<file path="src/rtl/uart_rx.sv">
`default_nettype none
// ============================================================================
// Module   : uart_rx
// Brief    : 8N1 serial receiver (LSB first) with 2-flop input synchronizer,
//            mid-bit sampling, one-cycle valid / frame_err strobes and a
//            BREAK state that blocks re-triggering on a held-low line.
//            Optional even-parity check when UART_RX_PARITY_EN is defined.
// Revision : 1.0 - initial release
// ============================================================================
module uart_rx #(
  parameter int CLKS_PER_BIT = 434,
  parameter int DATA_BITS    = 8
) (
  input  logic       clk,
  input  logic       RST,
  input  logic       rx,
  output logic [7:0] data,
  output logic       valid,
  output logic       frame_err,
  output logic       busy
);

  localparam int CW = $clog2(CLKS_PER_BIT);
  localparam int IW = $clog2(DATA_BITS);

  localparam logic [CW-1:0] CNT_BIT_LAST  = CW'(CLKS_PER_BIT - 1);
  localparam logic [CW-1:0] CNT_HALF_LAST = CW'(CLKS_PER_BIT / 2 - 1);
  localparam logic [IW-1:0] IDX_LAST      = IW'(DATA_BITS - 1);

  typedef enum logic [2:0] {
    ST_IDLE   = 3'd0,
    ST_START  = 3'd1,
    ST_DATA   = 3'd2,
    ST_STOP   = 3'd3,
    ST_BREAK  = 3'd4
`ifdef UART_RX_PARITY_EN
    ,
    ST_PARITY = 3'd5
`endif
  } state_t;

  state_t               state;
  logic                 rx_m;
  logic                 rx_s;
  logic [CW-1:0]        cnt;
  logic [IW-1:0]        idx;
  logic [DATA_BITS-1:0] shreg;
  logic                 stop_ok;

`ifdef UART_RX_PARITY_EN
  logic                 par_err;
  assign stop_ok = rx_s & ~par_err;
`else
  assign stop_ok = rx_s;
`endif

  // Two-flop synchronizer for the asynchronous line; resets to idle-high.
  always_ff @(posedge clk or posedge RST) begin
    if (RST) begin
      rx_m <= 1'b1;
      rx_s <= 1'b1;
    end else begin
      rx_m <= rx;
      rx_s <= rx_m;
    end
  end

  // Receive FSM: start-bit qualification, mid-bit sampling, strobe generation.
  always_ff @(posedge clk or posedge RST) begin
    if (RST) begin
      state     <= ST_IDLE;
      cnt       <= '0;
      idx       <= '0;
      shreg     <= '0;
      data      <= 8'h00;
      valid     <= 1'b0;
      frame_err <= 1'b0;
      busy      <= 1'b0;
`ifdef UART_RX_PARITY_EN
      par_err   <= 1'b0;
`endif
    end else begin
      valid     <= 1'b0;
      frame_err <= 1'b0;
      case (state)
        ST_IDLE: begin
          if (!rx_s) begin
            state <= ST_START;
            cnt   <= '0;
            busy  <= 1'b1;
          end
        end

        // Re-check the line half a bit in; a high level means it was a glitch.
        ST_START: begin
          if (cnt == CNT_HALF_LAST) begin
            cnt <= '0;
            if (!rx_s) begin
              state <= ST_DATA;
              idx   <= '0;
            end else begin
              state <= ST_IDLE;
              busy  <= 1'b0;
            end
          end else begin
            cnt <= cnt + 1'b1;
          end
        end

        // Shift right so the first (LSB) bit ends up at bit 0.
        ST_DATA: begin
          if (cnt == CNT_BIT_LAST) begin
            cnt   <= '0;
            shreg <= {rx_s, shreg[DATA_BITS-1:1]};
            if (idx == IDX_LAST) begin
`ifdef UART_RX_PARITY_EN
              state <= ST_PARITY;
`else
              state <= ST_STOP;
`endif
            end else begin
              idx <= idx + 1'b1;
            end
          end else begin
            cnt <= cnt + 1'b1;
          end
        end

`ifdef UART_RX_PARITY_EN
        // Even parity: XOR of data plus parity bit must be zero.
        ST_PARITY: begin
          if (cnt == CNT_BIT_LAST) begin
            cnt     <= '0;
            par_err <= ^{shreg, rx_s};
            state   <= ST_STOP;
          end else begin
            cnt <= cnt + 1'b1;
          end
        end
`endif

        // Leave at mid-stop-bit so a directly following start edge is caught.
        ST_STOP: begin
          if (cnt == CNT_BIT_LAST) begin
            cnt <= '0;
            if (stop_ok) begin
              data  <= 8'(shreg);
              valid <= 1'b1;
              state <= ST_IDLE;
              busy  <= 1'b0;
            end else begin
              frame_err <= 1'b1;
              state     <= ST_BREAK;
            end
          end else begin
            cnt <= cnt + 1'b1;
          end
        end

        ST_BREAK: begin
          if (rx_s) begin
            state <= ST_IDLE;
            busy  <= 1'b0;
          end
        end

        default: begin
          state <= ST_IDLE;
          busy  <= 1'b0;
        end
      endcase
    end
  end

endmodule
`default_nettype wire

</file>
<file path="config.mk">
export PLATFORM = sky130hd
export DESIGN_NAME = uart_rx
export DESIGN_NICKNAME = d
export VERILOG_FILES = /design/src/rtl/uart_rx.sv
export SDC_FILE = /design/constraint.sdc
export NUM_CORES = 1
export LEC_CHECK = 0
export BUFFER_PORTS_ARGS = -buffer_cell sky130_fd_sc_hd__buf_4
export CORE_AREA = 2 2 62 64
export CTS_BUF_LIST = sky130_fd_sc_hd__clkbuf_16
export DETAILED_ROUTE_END_ITERATION = 7
export DIE_AREA = 0 0 64 66
export GPL_ROUTABILITY_DRIVEN = 0
export PLACE_DENSITY = 0.71
export SLEW_MARGIN = 20
export SYNTH_ARGS = -nofsm -noshare
export SYNTH_HDL_FRONTEND = slang
export SYNTH_SLANG_ARGS = --single-unit
</file>
<file path="constraint.sdc">
create_clock -name clk -period 2 [get_ports clk]
set_input_delay 0.1 -clock clk [delete_from_list [all_inputs] [get_ports clk]]
set_output_delay 0.1 -clock clk [all_outputs]
set_load 0.02 [all_outputs]
</file>
==> results of run 1 <==
[per-stage QoR]
step | utilization [%] | area [um2] | hold slack [ns] | cells
after global routing | 61.5 | 2180 | 0.358 | 244
after global placement | 56.9 | 2020 | 0.209 | 234
after floorplan | - | 1860 | 0.104 | 173
after CTS | 61.5 | 2180 | 0.357 | 244
final | 61.5 | 2180 | 0.356 | 244
after detailed placement | 56.9 | 2020 | 0.210 | 234
[registers in the layout, indices dropped and copies added, names as in the netlist]
signal	flops
idx	3
frame_err	1
state	3
cnt	9
busy	1
data	8
valid	1
shreg	8
rx_s	1
rx_m	1
[cell families after synthesis]
| kind of cell | count (synthesis) | share of synthesized area, % |
|---|---|---|
| AO/OA/AOI/OAI | 41 | 15.0 |
| adder cells (fa/ha/maj) | 6 | 3.91 |
| buffers and inverters | 13 | 3.57 |
| flip-flops | 36 | 48.7 |
| multiplexers | 16 | 9.71 |
| AND/OR/NAND/NOR | 61 | 19.1 |
[cells in the final DEF (no fill, tap or decap), types with 2 or more instances in the layout]
cell type      count
nor3b_1            3
buf_4             20
a21boi_0           3
nand2b_1           2
ha_1               5
nor4_1             2
clkbuf_16          5
dfrtp_1           34
mux2_2            16
o31ai_1            2
o21ai_0           12
o22ai_1            3
nand2_1           17
o21a_1             2
inv_1              7
nor2_1            12
a41oi_1            2
nand4b_1           2
a21oi_1            3
nand3_1            7
a22oi_1            2
o211ai_1           5
dfstp_2            2
dlygate4sd3_1      2
[cell usage after synthesis, types with 2 or more instances]
master,n,area share (%)
ha_1,5,3.4
dfstp_2,2,2.8
a21oi_1,3,0.81
o31ai_1,2,0.81
clkbuf_1,3,0.61
o211ai_1,5,2.0
o22ai_1,3,1.0
nand2b_1,2,0.67
mux2_2,16,9.7
a41oi_1,2,0.94
a22oi_1,2,0.81
nor3b_1,3,1.2
nand4b_1,2,0.94
nand2_1,17,3.4
nand3_1,7,1.9
a21boi_0,3,1.2
inv_1,6,1.2
o21ai_0,12,3.2
dfrtp_1,34,46
o21a_1,2,0.81
nor2_1,12,2.4
buf_2,2,0.54
nor4_1,2,0.67
buf_6,2,1.2
[report_power, final]
part           leakage [nW]  internal, mW  switching [mW]
Sequential            0.476         0.733         0.00290
Clock                0.0687         0.452           0.283
Combinational         0.437       0.00904          0.0177
Total                 0.982          1.19           0.304
[final timing paths]
kind | start | to | slack [ns] | depth (start not counted)
min in group asynchronous | RST | shreg[7] | 0.50 | 4
setup reg to reg | cnt[0] | cnt[4] | 0.14 | 7
hold / removal | rx_m | rx_s | 0.36 | 0
setup / recovery | cnt[0] | cnt[4] | 0.14 | 7
hold reg to reg | rx_m | rx_s | 0.36 | 0
max in group asynchronous | RST | rx_s | 1.17 | 4
[worst max-delay path: cells and delay by family, from the launching register on]
kind	cells	cell delay [ns]
AOI/OAI and AO/OA	3	0.70
DFF	1	0.41
buffers and inverters	2	0.31
adders and majority gates	1	0.15
and+or+nand+nor	1	0.14
[final cells by class]
type / count / area share, %
Sequential cell: 36 / 41.4
Clock inverter: 3 / 0.688
Clock buffer: 5 / 5.73
Timing Repair Buffer: 22 / 7.80
Inverter: 6 / 1.03
Tap cell: 48 / 2.75
Multi-Input combinational cell: 124 / 40.6
[routing by layer]
layer,up-vias,part of all wire [%],wire length [um]
met5,-,0,0
met2,43,50,1880
met3,11,4.5,172
li1,681,-,-
met4,0,2.2,83
met1,714,44,1660
==> flow_summary.yaml, run 1 <==
drt:
  vias: 1449
  drt_iter0_drc: 132
  wirelength_mm: 3.80
  wire_per_inst_um: 15.6
  final_antenna_net_count: 0
  viasPerCell: 5.94
  first_pass_iters: 4
  drc: 0
yosys:
  ys_seq_area_share_pct: 48.7
  yosys_warnings: 0
  netlist_area_um2: 1860
  ys_types: 48
  syn_inst: 173
  synth-seq-cells: 36
  synth_edf_count: 0
  syn-num-nets: 181
  yosys_most_used_dff: "dfrtp_1"
  async_reset_ff_share_pct: 100
  avgSynthCellArea_um2: 10.7
worst_setup_path:
  worst_path_max_delay_cell: "dfrtp_1"
  required_ns: 2.14
  worstPathArrival_ns: 2.00
  crit_chain: "inv_1 > ha_1 > nand4bb_1 > o21a_1 > buf_4 > o21ai_0 > o211ai_1"
  worstSetupStartpointType: "register"
  cpPeakStageDelay_ns: 0.41
  crit_path_max_fanout: 8
  criticalPathCategory: "reg2reg"
  crit_path_end_kind: "register"
die:
  coreArea_um2: 3550
  die_w_um: 64
  ios: 14
  rows: 22
  die_area_um2: 4220
  die-height_um: 66
  initial_utilization_pct: 52.3
timing:
  period_share_pct: 93.2
  maxSlewViolCount: 0
  period_needed_ns: 1.86
  finalSetupTns_ns: 0
  finClkSkew_ns: 0.00704
  hold_violations: 0
  rsz0062_at_grt: "no"
  worst_pin_slew_ns: 0.440
  fmax_mhz: 537
  max-slew-margin-rel_pct: 70.3
  setup_ws_ns: 0.136
  setup_viol: 0
clocking:
  cts_root_buffer: "clkbuf_16"
  clock_path_buffers: 2
  cts_resized: 0
  path_clk_slew_ns: 0.06
  htreeDepth: 2
  cts_buffers: 5
  cts.sinks: 36
  ctsHoldBuffers: 2
  clock_latency_ns: 0.28
  cts_setup_buffers: 0
  cts_tree: "built"
cells_and_area:
  nFillCells: 291
  area_growth_pct: 17.6
  multi_input_area_um2: 886
  nets: 203
  regArea_um2: 903
  antenna_cells: 0
  drive_above_1_share_pct: 27.0
grt:
  gr-usage-met1_pct: 24.6
  antenna_found_initial: 0
  grt_pass1_wl_mm: 6.39
  overflow: 0
  grt_usage_pct: 20.0
  grt_max_degree: 37
  grt_util_met3_pct: 5.28
  grt_use_met2_pct: 32.8
  grt-busiest-layer: "met2"
  grt_pass1_vias: 1399
power:
  powerDensity_nw_per_um2: 686
  leakagePower_nw: 0.982
  irDropWorstVdd_mv: 0.550
  power_mw: 1.50
hold_path:
  hp-class: "reg2reg"
placement:
  pre_cts_ws_ns: 0.159
  place_hpwl_mm: 2.61
  portBuffers: 13
run:
  maxCapViolations: 0
outcome:
  status: "finished, final reports clean"
(Power assumes the default switching activity.)
==> run 2: changes to the inputs <==
Clock period 2 ns to 2.3 ns, I/O delays scaled along.
==> run 2 against run 1 <==
Against the previous run: final cell count fell by 1.6%; clock skew up 0.00050 ns; hold slack hardly changed; register-to-register slack gained 0.31 ns; sequential share of layout area hardly changed; combinational power shrank 6%; global-route usage increased by 1.5 points; non-clock buffer count down 4; routed wire length increased by 2.7%.
==> flow_summary.yaml, run 2 (synthesis gave the netlist of run 1 again) <==
die:
  die-height_um: 66
  die_w_um: 64
  coreArea_um2: 3550
  initial_utilization_pct: 52.3
  ios: 14
  die_area_um2: 4220
  rows: 22
drt:
  top_layer: "met4"
  drc: 0
  wire_per_inst_um: 16.2
  viasPerCell: 5.86
  wl_met3_um: 120
  drt_iter0_drc: 107
  final_antenna_net_count: 0
  wirelength_mm: 3.90
  m1WireLength_mm: 1.60
  first_pass_iters: 4
  wl_met2_mm: 2.08
  vias: 1406
timing:
  maxSlewViolCount: 0
  rsz0062_at_grt: "no"
  period_share_pct: 80.7
  fmax_mhz: 539
  finalSetupTns_ns: 0
  max-slew-margin-rel_pct: 61.0
  finClkSkew_ns: 0.00754
  setup_viol: 0
  period_needed_ns: 1.86
  hold_violations: 0
  worst_pin_slew_ns: 0.579
placement:
  portBuffers: 13
  place_hpwl_mm: 2.80
  dpl.cell_count: 230
  placed_area_um2: 1990
cells_and_area:
  final_cell_mix: "dfrtp_1, nand2_1, mux2_2, buf_4"
  largest-register: "cnt"
  nets: 199
  largest_reg_flops: 9
  reg.largest.list: "cnt: 9 flops, data: 8 flops, shreg: 8 flops"
  area_growth_pct: 17.7
  instances_no_fill: 240
  layout_commonest_cell: "dfrtp_1"
  drive_above_1_share_pct: 26.6
  antenna_cells: 0
  stdcell_area_um2: 2180
worst_setup_path:
  criticalPathCategory: "reg2reg"
  required_ns: 2.49
  crit_path_max_fanout: 4
  rrSetupSlack_ns: 0.44
  worst_path_max_delay_cell: "o21ai_0"
  worst_r2r_endpoint: "idx[2]"
  crit_path_end_kind: "register"
  cp_top_family: "compound AO/OA/AOI/OAI gates"
  worstSetupStartpointType: "register"
  crit_chain: "inv_1 > ha_1 > nand4bb_1 > o21ai_0 > a41oi_1 > o21ai_0"
  crit_buf_inv: 1
  r2r-start: "cnt[0]"
  r2r_cells: 6
  crit_top_cell: "o21ai_0"
  cpPeakStageDelay_ns: 0.52
  worstPathArrival_ns: 2.04
hold_path:
  min_to: "rx_s"
  whs_path_depth: 0
  hp-class: "reg2reg"
  worstHoldStart: "rx_m"
clocking:
  clock_path_buffers: 2
  cts.sinks: 36
  cts_root_buffer: "clkbuf_16"
  clock_latency_ns: 0.28
  path_clk_slew_ns: 0.06
  cts_setup_buffers: 0
  cts_tree: "built"
  cts_resized: 0
  htreeDepth: 2
  cts_buffers: 5
grt:
  grt_usage_pct: 21.5
  grt_max_degree: 16
  grt_pass1_wl_mm: 6.86
  overflow: 0
  antenna_found_initial: 0
  grt_pass1_vias: 1494
run:
  maxCapViolations: 0
outcome:
  status: "finished, final reports clean"
power:
  powerDensity_nw_per_um2: 659
  leakagePower_nw: 0.973
  irDropWorstVdd_mv: 0.463
[run 2: cell count changes in the layout (fill, tap and decap cells not counted)]
| cell | before | now |
|---|---|---|
| bufinv_16 | 0 | 1 |
| inv_6 | 0 | 1 |
| buf_4 | 20 | 16 |
| inv_1 | 7 | 6 |
| clkinv_1 | 1 | 0 |
[run 2: power breakdown]
group	switching, mW	total [mW]	internal (mW)
registers	0.00262	0.640	0.637
logic	0.0162	0.0251	0.00893
clock network	0.261	0.775	0.514
[run 2: routing by layer]
| layer | global-route usage (%) | vias to the layer above |
|---|---|---|
| li1 | - | 674 |
| met1 | 24.8 | 695 |
| met2 | 37.1 | 27 |
| met3 | 4.09 | 10 |
| met4 | 12.8 | 0 |
| met5 | 0 | - |
[run 2: worst max path at each step]
stage               startpoint      end  slack (ns)  depth (start not counted)
CTS                     cnt[1]   cnt[3]        0.46                          6
finish                  cnt[0]   idx[2]        0.44                          6
floorplan               cnt[1]  data[0]        0.68                          6
detailed placement      cnt[1]  data[3]        0.51                          6
global route            cnt[1]   cnt[3]        0.27                          6
global placement        cnt[1]  data[0]        0.56                          6
[run 2: area by class of cell]
| cell class | count | area, um2 |
|---|---|---|
| fill | 299 | 1370 |
| sequential | 36 | 903 |
| multi-input combinational | 124 | 886 |
| timing repair buffer | 18 | 140 |
| clock buffer | 5 | 125 |
| tap | 48 | 60.1 |
| clock inverter | 3 | 46.3 |
| inverter | 6 | 22.5 |
[run 2: worst reg2reg max path, delay by kind of cell (launching register included)]
| kind | cells | cell delay, ns |
|---|---|---|
| AO/OA/AOI/OAI | 3 | 0.94 |
| flip-flops | 1 | 0.41 |
| buffers and inverters | 1 | 0.11 |
| adder cells (fa/ha/maj) | 1 | 0.17 |
| AND/OR/NAND/NOR | 1 | 0.14 |
[run 2: stage by stage]
| step | setup WS [ns] | total power [mW] | hold slack [ns] | utilization (%) |
|---|---|---|---|---|
| 6_report | 0.443 | 1.44 | 0.357 | 61.5 |
| 3_5_place_dp | 0.512 | 0.673 | 0.187 | 56.1 |
| 2_1_floorplan | 0.678 | 0.663 | 0.119 | - |
| 4_1_cts | 0.456 | 1.45 | 0.358 | 61.5 |
| 3_3_place_gp | 0.563 | 0.672 | 0.173 | 56.1 |
| 5_1_grt | 0.266 | 1.49 | 0.363 | 61.5 |
[run 2: timing repair]
item                                    4_1_cts  5_1_grt
hold endpoints to repair                     14        0
hold buffers                                  2        0
endpoints found under the setup margin        0        0
